$ cat src/rtl/axis_maxpool_out_serializer_pkg.sv
// Shared constants, sizing helpers and FSM encoding for the maxpool output serializer.
// The default configuration is 8-bit words, 2 groups of 4 units, KH_MAX=3 and 8 words out.
package axis_maxpool_out_serializer_pkg;

   localparam int DEF_WORD_WIDTH = 8;
   localparam int DEF_GROUPS     = 2;
   localparam int DEF_UNITS      = 4;
   localparam int DEF_KH_MAX     = 3;
   localparam int DEF_OUT_WORDS  = 8;

   function automatic int calc_units_edges(input int units, input int kh_max);
      return units + 2 * (kh_max / 2);
   endfunction

   // A single chunk still needs a 1-bit pointer.
   function automatic int calc_ptr_w(input int n_chunks);
      return (n_chunks > 1) ? $clog2(n_chunks) : 1;
   endfunction

   localparam int UNITS_EDGES = calc_units_edges(DEF_UNITS, DEF_KH_MAX);
   localparam int N_IN        = 2 * DEF_GROUPS * UNITS_EDGES;
   localparam int N_CHUNKS    = N_IN / DEF_OUT_WORDS;
   localparam int PTR_W       = calc_ptr_w(N_CHUNKS);

   typedef enum logic {
      IDLE = 1'b0,
      EMIT = 1'b1
   } state_t;

endpackage

$ cat src/rtl/axis_maxpool_out_serializer_seek.sv
// Finds the lowest non-empty chunk overall and the lowest non-empty chunk above cur.
// When the mask is all zero, first returns 0 and has_next stays low.
module axis_maxpool_out_serializer_seek
   import axis_maxpool_out_serializer_pkg::*;
#(
   parameter int N_CH  = N_CHUNKS,
   parameter int PTR_B = PTR_W
) (
   input  logic [N_CH-1:0]  mask,
   input  logic [PTR_B-1:0] cur,
   output logic [PTR_B-1:0] first,
   output logic [PTR_B-1:0] next,
   output logic             has_next
);

   // Walking downward leaves the lowest qualifying index in each result.
   always_comb begin
      first    = '0;
      next     = '0;
      has_next = 1'b0;
      for (int k = N_CH - 1; k >= 0; k--) begin
         if (mask[k]) begin
            first = PTR_B'(k);
            if (k > int'(cur)) begin
               next     = PTR_B'(k);
               has_next = 1'b1;
            end
         end
      end
   end

endmodule

$ cat src/rtl/axis_maxpool_out_serializer.sv
// Serializes one wide edge-padded maxpool beat into OUT_WORDS-word beats, skipping
// chunks with no kept words and preserving the packet tlast.
//
//   state | meaning
//   IDLE  | buffer empty, s_axis_tready high, waiting for a wide beat
//   EMIT  | presenting chunk[ptr] of the buffered beat on m_axis
module axis_maxpool_out_serializer
   import axis_maxpool_out_serializer_pkg::*;
#(
   parameter int  WORD_WIDTH = DEF_WORD_WIDTH,
   parameter int  GROUPS     = DEF_GROUPS,
   parameter int  UNITS      = DEF_UNITS,
   parameter int  KH_MAX     = DEF_KH_MAX,
   parameter int  OUT_WORDS  = DEF_OUT_WORDS,
   localparam int U_EDGES    = calc_units_edges(UNITS, KH_MAX),
   localparam int IN_WORDS   = 2 * GROUPS * U_EDGES,
   localparam int CHUNKS     = IN_WORDS / OUT_WORDS,
   localparam int PTR_BITS   = calc_ptr_w(CHUNKS),
   localparam int IN_BITS    = IN_WORDS * WORD_WIDTH,
   localparam int OUT_BITS   = OUT_WORDS * WORD_WIDTH
) (
   input  logic                 aclk,
   input  logic                 areset,
   input  logic                 s_axis_tvalid,
   output logic                 s_axis_tready,
   input  logic [IN_BITS-1:0]   s_axis_tdata,
   input  logic [IN_WORDS-1:0]  s_axis_tkeep,
   input  logic                 s_axis_tlast,
   output logic                 m_axis_tvalid,
   input  logic                 m_axis_tready,
   output logic [OUT_BITS-1:0]  m_axis_tdata,
   output logic [OUT_WORDS-1:0] m_axis_tkeep,
   output logic                 m_axis_tlast
);

   state_t               state, state_nxt;
   logic [PTR_BITS-1:0]  ptr, ptr_nxt;
   logic                 m_valid_q;
   logic [IN_BITS-1:0]   buf_data;
   logic [IN_WORDS-1:0]  buf_keep;
   logic                 buf_last;
   logic [CHUNKS-1:0]    buf_mask;

   logic [CHUNKS-1:0]    in_mask;
   logic                 in_empty;
   logic [PTR_BITS-1:0]  in_first;
   logic [PTR_BITS-1:0]  in_next_unused;
   logic                 in_has_next_unused;
   logic [PTR_BITS-1:0]  buf_first_unused;
   logic [PTR_BITS-1:0]  buf_next;
   logic                 buf_has_next;

   logic                 s_ready;
   logic                 accept;
   logic                 load;

   logic [OUT_BITS-1:0]  chunk_data [CHUNKS];
   logic [OUT_WORDS-1:0] chunk_keep [CHUNKS];

   always_comb begin
      in_mask = '0;
      for (int k = 0; k < CHUNKS; k++) begin
         in_mask[k] = |s_axis_tkeep[k*OUT_WORDS +: OUT_WORDS];
      end
   end

   assign in_empty = ~|in_mask;

   axis_maxpool_out_serializer_seek #(
      .N_CH  (CHUNKS),
      .PTR_B (PTR_BITS)
   ) u_seek_in (
      .mask     (in_mask),
      .cur      ('0),
      .first    (in_first),
      .next     (in_next_unused),
      .has_next (in_has_next_unused)
   );

   axis_maxpool_out_serializer_seek #(
      .N_CH  (CHUNKS),
      .PTR_B (PTR_BITS)
   ) u_seek_buf (
      .mask     (buf_mask),
      .cur      (ptr),
      .first    (buf_first_unused),
      .next     (buf_next),
      .has_next (buf_has_next)
   );

   // The final chunk can hand over to a new wide beat in the same cycle, so
   // s_axis_tready looks through to m_axis_tready combinationally.
   always_comb begin
      s_ready   = 1'b0;
      state_nxt = state;
      ptr_nxt   = ptr;
      if (!areset) begin
         s_ready = (state == IDLE) || (m_axis_tready && !buf_has_next);
      end
      accept = s_axis_tvalid && s_ready;
      // An empty beat without tlast carries nothing worth emitting.
      load   = accept && !(in_empty && !s_axis_tlast);
      case (state)
         IDLE: begin
            if (load) state_nxt = EMIT;
         end
         EMIT: begin
            if (m_axis_tready) begin
               if (buf_has_next) ptr_nxt = buf_next;
               else if (!load)   state_nxt = IDLE;
            end
         end
         default: state_nxt = IDLE;
      endcase
      if (load) ptr_nxt = in_empty ? '0 : in_first;
   end

   always_ff @(posedge aclk or posedge areset) begin
      if (areset) begin
         state     <= IDLE;
         ptr       <= '0;
         m_valid_q <= 1'b0;
         buf_data  <= '0;
         buf_keep  <= '0;
         buf_last  <= 1'b0;
         buf_mask  <= '0;
      end else begin
         state     <= state_nxt;
         ptr       <= ptr_nxt;
         m_valid_q <= (state_nxt == EMIT);
         if (load) begin
            buf_data <= s_axis_tdata;
            buf_keep <= in_empty ? '0 : s_axis_tkeep;
            buf_last <= s_axis_tlast;
            buf_mask <= in_mask;
         end
      end
   end

   genvar c;
   for (c = 0; c < CHUNKS; c++) begin : g_chunk
      assign chunk_data[c] = buf_data[c*OUT_BITS +: OUT_BITS];
      assign chunk_keep[c] = buf_keep[c*OUT_WORDS +: OUT_WORDS];
   end

   assign s_axis_tready = s_ready;
   assign m_axis_tvalid = m_valid_q;
   assign m_axis_tdata  = chunk_data[ptr];
   assign m_axis_tkeep  = chunk_keep[ptr];
   // With an all-zero mask has_next is low, so the lone keep-0 beat carries tlast.
   assign m_axis_tlast  = m_valid_q && buf_last && !buf_has_next;

endmodule
$ cat config.mk
export PLATFORM = sky130hd
export DESIGN_NAME = axis_maxpool_out_serializer
export DESIGN_NICKNAME = d
export VERILOG_FILES = /design/src/rtl/axis_maxpool_out_serializer_pkg.sv /design/src/rtl/axis_maxpool_out_serializer_seek.sv /design/src/rtl/axis_maxpool_out_serializer.sv
export SDC_FILE = /design/constraint.sdc
export NUM_CORES = 1
export LEC_CHECK = 0
export CAP_MARGIN = 20
export CORE_MARGIN = 1
export CORE_UTILIZATION = 37
export CTS_CLUSTER_DIAMETER = 120
export CTS_CLUSTER_SIZE = 28
export DETAILED_ROUTE_END_ITERATION = 10
export RECOVER_POWER = 25
export SLEW_MARGIN = 25
export SYNTH_ARGS = -nofsm -noshare
export SYNTH_HDL_FRONTEND = slang
export SYNTH_SLANG_ARGS = --single-unit
$ cat constraint.sdc
create_clock -name aclk -period 15.81 [get_ports aclk]
set_input_delay 3.162 -clock aclk [delete_from_list [all_inputs] [get_ports aclk]]
set_output_delay 3.162 -clock aclk [all_outputs]
set_load 0.03 [all_outputs]
==> results of run 1 <==
==> power groups by stage <==
stage               Sequential (W)  Clock (W)  Combinational [W]
floorplan                 0.000978          0            0.00101
global placement           0.00104          0            0.00144
detailed placement         0.00104          0            0.00145
CTS                        0.00104   0.000323            0.00146
global route               0.00107   0.000344            0.00154
finish                     0.00103   0.000311            0.00144
==> registers in the layout, indices dropped and copies added, names as in the netlist <==
register	cells
buf_last	1
buf_keep	24
ptr	2
buf_mask	2
buf_data	192
m_axis_tvalid	1
==> worst max-delay path by stage <==
| stage | startpoint | to | slack (ns) |
|---|---|---|---|
| 3_3_place_gp | areset | s_axis_tready | 7.41 |
| 6_report | areset | s_axis_tready | 7.44 |
| 3_5_place_dp | areset | s_axis_tready | 7.42 |
| 4_1_cts | areset | s_axis_tready | 7.42 |
| 2_1_floorplan | areset | s_axis_tready | 4.20 |
| 5_1_grt | areset | ptr[1] | 7.18 |
==> logic make-up after synthesis <==
logic type / share of synthesized area
AO/OA/AOI/OAI: 0.0662
buffers and inverters: 0.0419
flip-flops: 0.533
multiplexers: 0.317
AND/OR/NAND/NOR: 0.0411
==> Yosys cell counts (all sizes together), types with 2 or more instances <==
| library cell | count | share of area |
|---|---|---|
| o211ai | 4 | 0.0034 |
| nor2b | 3 | 0.0018 |
| nand3 | 2 | 0.00096 |
| mux2 | 194 | 0.25 |
| buf | 33 | 0.034 |
| nand2 | 77 | 0.028 |
| and2 | 3 | 0.0018 |
| clkbuf | 19 | 0.0068 |
| a22o | 25 | 0.021 |
| o21ai | 72 | 0.035 |
| mux2i | 72 | 0.069 |
| inv | 2 | 0.00072 |
| nor4 | 6 | 0.0048 |
| dfrtp | 222 | 0.53 |
==> cell type report <==
class / count / area (um2) / share of cell area
sequential: 222 / 5560 / 0.403
multi-input combinational: 471 / 4440 / 0.322
timing repair buffer: 304 / 3020 / 0.219
tap: 378 / 473 / 0.0343
clock buffer: 14 / 287 / 0.0208
inverter: 2 / 15.0 / 0.00109
==> per-layer routing <==
layer	GRT usage	vias to the layer above
li1	-	3185
met1	0.239	3346
met2	0.295	186
met3	0.0527	15
met4	0.0255	0
met5	0	-
==> stage by stage <==
| step | hold WS, ns | power [W] | area, um2 |
|---|---|---|---|
| 3_5_place_dp | 0.483 | 0.00250 | 13500 |
| 4_1_cts | 0.514 | 0.00282 | 13800 |
| 5_1_grt | 0.520 | 0.00295 | 13800 |
| 6_report | 0.508 | 0.00278 | 13800 |
| 2_1_floorplan | 0.465 | 0.00199 | 10400 |
| 3_3_place_gp | 0.484 | 0.00248 | 13500 |
==> results.cfg, run 1 <==
[outcome]
status = complete, but fails checks
violations = max-capacitance violations, max-slew violations

[synthesis]
synth_enable_flop_cells = 0
async_reset_ff_frac = 1.00
synth.net_count = 968
syn_avg_cell_area_um2 = 13.9
syn_inst = 747
netlist_area_um2 = 10400
ys_seq_elements = 222
yosys_warnings = 0
ys_types = 35
yosysSeqAreaShare = 0.533
synthFlopType = dfrtp_1

[timing]
setup_tns_ns = 0
hold_viol = 0
fin_crit_ns = 8.37
tightest_slew_ns = 3.56
finalMaxSlewViolations = 66
fmax_mhz = 120
finalCritPeriodShare = 0.529
setup_viol = 0
skew_ns = 0.0143
grt_setup_unrepaired = no
slew_headroom = -1.37
setup_ws_ns = 7.44

[critical_path]
end_kind = output pin
crit_chain = dlygate4sd3_1, inv_8, and2_1, clkdlybuf4s50_1
crit_fanout = 107
ff2ff_setup_slack_ns = 11.86
critPathTopFamily = buffers and inverters
critPathLaunchType = primary input
critPathKind = in2out
worstReg2RegEnd = buf_data[155]
worst-path-buf-inv = 3
path_depth = 4
cpPeakStageDelay_ns = 0.67
r2r_start = ptr[1]
required_ns = 12.65
worst-endpoint-arrival_ns = 5.20
r2r_cells = 7
cp_slowest_cell = clkdlybuf4s50_1

[final_layout]
drive_gt1_frac = 0.219
final_common_cell = clkdlybuf4s50_1
layout.cells.non_filler = 1391
mostFrequentLayoutCells = 293 x clkdlybuf4s50_1, 220 x dfrtp_1, 107 x mux2_4
num-fill-cells = 2481
final_util = 0.498
n_antenna_cell = 0
syn2layout_area_growth_pct = 32.4
final_nets = 1233

[power_and_ir_drop]
pwr-share-clk = 0.112
p_seq_frac = 0.371
switching_share = 0.379
switchingPower_w = 0.00106
internal_power_w = 0.00173
p_leak_nw = 5.95
pwr_density_cell_nw_per_um2 = 202
pwr-share-comb = 0.517
peakVddDrop_mv = 0.114

[clocking]
htreeDepth = 1
post-cts-setup-buffers = 0
cts.path.max_buffers = 3
cts_tree = built
cts_resized = 0
cts_sinks = 222
clk_latency_ns = 0.47
path_clk_slew_ns = 0.11
root_buffer = clkbuf_16
hold_buffers = 0
cts-buffers-inserted = 11

[detailed_routing]
drt_wl_total_um = 26100
dr.max_layer_used = met4
drc = 0
wl_met2_um = 12200
dr.pass1.iters = 4
postRouteAntennaNets = 0
wl_met3_um = 2150
drtIter0Drc = 323
vias_per_cell = 4.84
detail_route.wl_per_cell_um = 18.8
met1_length_um = 11500
num_vias = 6732

[die]
ios = 296
dieArea_um2 = 28800
initial_core_util = 0.376
die_h_um = 170
core.rowCount = 61
fp.dieW_um = 170
core-area_um2 = 27700

[global_routing]
grt_pass1_wl_um = 40600
grt_util_all_layers = 0.180
antenna_found_initial = 0
grt_max_degree = 108
grt_pass1_vias = 7145
grt-ovfl-total = 0

[place]
place_congestion = 0.737
place_ws_ns = 7.42
numPortBuffers = 295
dp.cells = 1377
hpwl_um = 17200

[min_path]
worstHoldPathType = reg2reg
hold_depth = 1
hp-start = buf_keep[3]
worstHoldEndpoint = buf_keep[3]

[flow_run]
maxCapViolations = 1
No activity file was read; power rests on OpenSTA's default activity.
==> inputs of run 2 (changes only) <==
Clock period 15.81 ns to 8.1 ns, I/O delays scaled along.
==> run 2 against run 1 <==
The flow still finishes with violations (max-capacitance violations, max-slew violations); sequential share of layout area is 0.091 points lower; first-iteration DRC count rose by 15%; utilization grew 0.11 points; sequential power increased by 95%; critical path depth unchanged; design area increased by 0.23%; clock-buffer cell count stayed put; clock power increased by 94%; flip-flop and latch count stayed put; routed wire length barely moved; cell count did not move; total power grew 95%.
==> results.cfg, run 2 (synthesis gave the netlist of run 1 again) <==
[die]
fp.dieW_um = 170
initial_core_util = 0.376
die_h_um = 170
dieArea_um2 = 28800
ios = 296
core.rowCount = 61
core-area_um2 = 27700

[detailed_routing]
dr.pass1.iters = 4
vias_per_cell = 4.85
drt_wl_total_um = 26100
drtIter0Drc = 373
postRouteAntennaNets = 0
drc = 0
num_vias = 6747
detail_route.wl_per_cell_um = 18.8

[timing]
hold_viol = 0
setup_tns_ns = 0
grt_setup_unrepaired = no
finalCritPeriodShare = 0.747
hold_slack_ns = 0.511
slew_headroom = -1.07
fmax_mhz = 165
finalMaxSlewViolations = 57
fin_crit_ns = 6.05
skew_ns = 0.00966
tightest_slew_ns = 3.10
setup_viol = 0

[place]
place_congestion = 0.788
numPortBuffers = 295
dp.cells = 1376
hpwl_um = 17200

[outcome]
violations = max-capacitance violations, max-slew violations
status = complete, but fails checks

[flow_run]
maxCapViolations = 1

[global_routing]
grtUsageMet2 = 0.295
grt_pass1_wl_um = 41200
grt_max_degree = 114
grt-ovfl-total = 0
use_met1 = 0.244
grt_pass1_vias = 7278
grt_util_all_layers = 0.182
antenna_found_initial = 1
busiest_layer = met2
grt.met3_usage = 0.0546

[final_layout]
syn2layout_area_growth_pct = 32.7
final_nets = 1233
final_common_cell = clkdlybuf4s50_1
n_antenna_cell = 0
mostFrequentLayoutCells = 294 x clkdlybuf4s50_1, 220 x dfrtp_1, 107 x mux2_4
drive_gt1_frac = 0.219
largest_register_ffs = 192
largest_register = buf_data
layout.cells.non_filler = 1391
top_regs = buf_data: 192 flops, buf_keep: 24 flops

[clocking]
cts.path.max_buffers = 3
htreeDepth = 1
root_buffer = clkbuf_16
cts_resized = 0
cts_tree = built
post-cts-setup-buffers = 0
cts-buffers-inserted = 11
cts_sinks = 222
hold_buffers = 0
path_clk_slew_ns = 0.11
clk_latency_ns = 0.47

[critical_path]
critPathLaunchType = primary input
ff2ff_setup_slack_ns = 4.73
worst-path-buf-inv = 3
critPathKind = in2out
crit_fanout = 30
cpPeakStageDelay_ns = 1.10
end_kind = output pin
worst-endpoint-arrival_ns = 4.43
required_ns = 6.48
cp_slowest_cell = clkinvlp_2
critPathTopFamily = buffers and inverters
crit_chain = dlygate4sd3_1, clkinvlp_2, and2_1, clkdlybuf4s50_1

[power_and_ir_drop]
pwr_density_cell_nw_per_um2 = 393
p_leak_nw = 5.96
switching_share = 0.378
peakVddDrop_mv = 0.211
internal_power_w = 0.00338
pwr-share-clk = 0.111
switchingPower_w = 0.00206
p_seq_frac = 0.369
pwr-share-comb = 0.520

[min_path]
worstHoldPathType = reg2reg
run 2: cell types whose count changed in the layout (fill, tap and decap cells not counted), sizes merged:
cell           previous run  this run
clkinvlp                  0         1
inv                       2         1
clkdlybuf4s50           293       294
dlygate4sd3               2         1
run 2: final timing paths:
path / start / end / cells past startpoint
min in group asynchronous: areset / buf_keep[6] / 2
max reg2reg: ptr[1] / ptr[0] / 5
max: areset / s_axis_tready / 4
min reg2reg: buf_keep[5] / buf_keep[5] / 1
max in group asynchronous: areset / ptr[1] / 3
min: buf_keep[5] / buf_keep[5] / 1
run 2: final cells by class:
| cell class | instances | area [um2] |
|---|---|---|
| clock buffers | 14 | 287 |
| repair buffers | 304 | 3060 |
| well taps | 378 | 473 |
| fillers | 2452 | 13900 |
| inverters | 2 | 8.76 |
| multi-input cells | 471 | 4440 |
| flip-flops and latches | 222 | 5560 |
run 2: worst reg2reg max path: cells and delay by family (launching register included):
| kind | cells | cell delay (ns) |
|---|---|---|
| compound gates | 2 | 0.50 |
| buf+inv | 1 | 0.81 |
| flops | 1 | 0.91 |
| simple gates | 2 | 1.08 |
run 2: routing by layer:
metal	wire, um	part of all wire
met5	0	0
met4	301	0.012
met3	2280	0.087
met2	11900	0.45
met1	11600	0.45
run 2: power groups by stage:
stage / sequential [W] / clock, W / combinational, W
floorplan: 0.00191 / 0 / 0.00197
global placement: 0.00202 / 0 / 0.00282
detailed placement: 0.00203 / 0 / 0.00284
CTS: 0.00201 / 0.000638 / 0.00286
global route: 0.00209 / 0.000665 / 0.00302
finish: 0.00201 / 0.000603 / 0.00283
run 2: metrics by stage:
stage	util	setup WS (ns)	total power [W]	area, um2
2_1_floorplan	-	0.993	0.00388	10400
3_3_place_gp	0.488	2.73	0.00484	13500
3_5_place_dp	0.488	2.74	0.00488	13500
4_1_cts	0.498	2.60	0.00551	13800
5_1_grt	0.499	1.37	0.00578	13800
6_report	0.499	2.05	0.00544	13800
==> inputs of run 3 (changes only) <==
Settings changed: PLACE_DENSITY set to 0.67.
Clock period 8.1 ns to 5.5 ns, I/O delays scaled along.
==> run 3 against run 2 <==
The run still ends with max-capacitance violations, max-slew violations left; clock-buffer cell count decreased by 1; flip-flop and latch count unchanged; cell count about the same; global-route usage decreased by 0.61 points; critical endpoint unchanged; largest power group unchanged; highest routed layer unchanged.
==> results.cfg, run 3 (synthesis gave the netlist of run 1 again) <==
[die]
dieArea_um2 = 28800
fp.dieW_um = 170
ios = 296
die_h_um = 170
core-area_um2 = 27700
core.rowCount = 61
initial_core_util = 0.376

[clocking]
root_buffer = clkbuf_16
cts_sinks = 222
hold_buffers = 0
cts_resized = 0
htreeDepth = 1
path_clk_slew_ns = 0.11
post-cts-setup-buffers = 0
cts.path.max_buffers = 3
clk_latency_ns = 0.47
cts-buffers-inserted = 11
cts_tree = built

[timing]
finalCritPeriodShare = 0.848
hold_slack_ns = 0.509
hold_viol = 0
setup_viol = 0
slew_headroom = -0.262
fmax_mhz = 214
tightest_slew_ns = 1.89
fin_crit_ns = 4.67
finalMaxSlewViolations = 75
skew_ns = 0.0176
setup_ws_ns = 0.834
grt_setup_unrepaired = no

[critical_path]
ff2ff_setup_slack_ns = 2.46
critPathLaunch = areset
end_kind = output pin
cpPeakStageDelay_ns = 0.84
worstReg2RegEnd = buf_data[93]
critPathTopFamily = buffers and inverters
critPathLaunchType = primary input
r2r_start = ptr[0]
cp_slowest_cell = clkinvlp_2
r2r_cells = 5
critPathKind = in2out
required_ns = 4.40
worst-endpoint-arrival_ns = 3.57
crit_fanout = 24
worst-path-buf-inv = 3
crit_chain = dlygate4sd3_1, clkinvlp_2, and2_1, clkdlybuf4s50_1

[place]
place_area_um2 = 13600
dp.cells = 1379
place_ws_ns = 1.34
place_congestion = 0.773
numPortBuffers = 295
hpwl_um = 17100

[detailed_routing]
dr.pass1.iters = 4
vias_per_cell = 4.89
drc = 0
postRouteAntennaNets = 0
num_vias = 6806
detail_route.wl_per_cell_um = 18.3
drtIter0Drc = 234
drt_wl_total_um = 25400

[final_layout]
layout.cells.non_filler = 1392
largest_register = buf_data
final_common_cell = clkdlybuf4s50_1
mostFrequentLayoutCells = 291 x clkdlybuf4s50_1, 220 x dfrtp_1, 106 x mux2_4
num-fill-cells = 2446
drive_gt1_frac = 0.221
final_nets = 1235
top_regs = buf_data: 192 flops, buf_keep: 24 flops
n_antenna_cell = 0
final_cell_area_um2 = 13800
syn2layout_area_growth_pct = 32.8
largest_register_ffs = 192

[global_routing]
grt_pass1_wl_um = 40100
grt_max_degree = 96
antenna_found_initial = 0
grt_util_all_layers = 0.176
grt_pass1_vias = 7134
grt-ovfl-total = 0

[min_path]
hp-start = buf_keep[1]
worstHoldPathType = reg2reg
worstHoldEndpoint = buf_keep[1]
hold_depth = 1

[power_and_ir_drop]
pwr_density_cell_nw_per_um2 = 580
p_leak_nw = 5.97
peakVddDrop_mv = 0.378
p_total_w = 0.00802

[outcome]
violations = max-capacitance violations, max-slew violations
status = complete, but fails checks

[flow_run]
maxCapViolations = 1
-- run 3: cell types whose count changed in the layout (fill, tap and decap cells not counted), moves of 2 or more --
cell | before | now
clkdlybuf4s50_1 | 294 | 291
clkbuf_1 | 4 | 1
dlygate4sd3_1 | 1 | 4
buf_4 | 4 | 6
-- run 3: worst max-delay path by stage --
stage,end,slack [ns],depth (start not counted)
global route,s_axis_tready,0.62,4
global placement,s_axis_tready,1.35,4
CTS,m_axis_tdata[24],1.28,5
detailed placement,s_axis_tready,1.34,4
floorplan,s_axis_tready,-0.57,2
finish,s_axis_tready,0.83,4
-- run 3: layout make-up --
cell class | count | area, um2 | area share
Inverter | 2 | 8.76 | 0.000633
Multi-Input combinational cell | 471 | 4420 | 0.320
Timing Repair Buffer | 306 | 3070 | 0.222
Tap cell | 378 | 473 | 0.0342
Clock buffer | 13 | 293 | 0.0212
Sequential cell | 222 | 5560 | 0.402
-- run 3: power breakdown --
| part | internal (W) | leakage (nW) | switching [W] |
|---|---|---|---|
| clock network | 0.000381 | 0.144 | 0.000518 |
| registers | 0.00246 | 2.63 | 0.000535 |
| logic | 0.00215 | 3.19 | 0.00198 |
| total | 0.00498 | 5.97 | 0.00303 |
-- run 3: per-layer routing --
layer	share of wire	vias up	GRT usage
met5	0	-	0
met4	0.012	0	0.0313
met3	0.081	18	0.0513
met2	0.46	192	0.278
met1	0.45	3413	0.241
li1	-	3183	-
-- run 3: metrics by stage --
stage	utilization	setup TNS (ns)
4_1_cts	0.500	0
3_3_place_gp	0.489	0
3_5_place_dp	0.489	0
5_1_grt	0.499	0
2_1_floorplan	-	-0.567
6_report	0.499	0
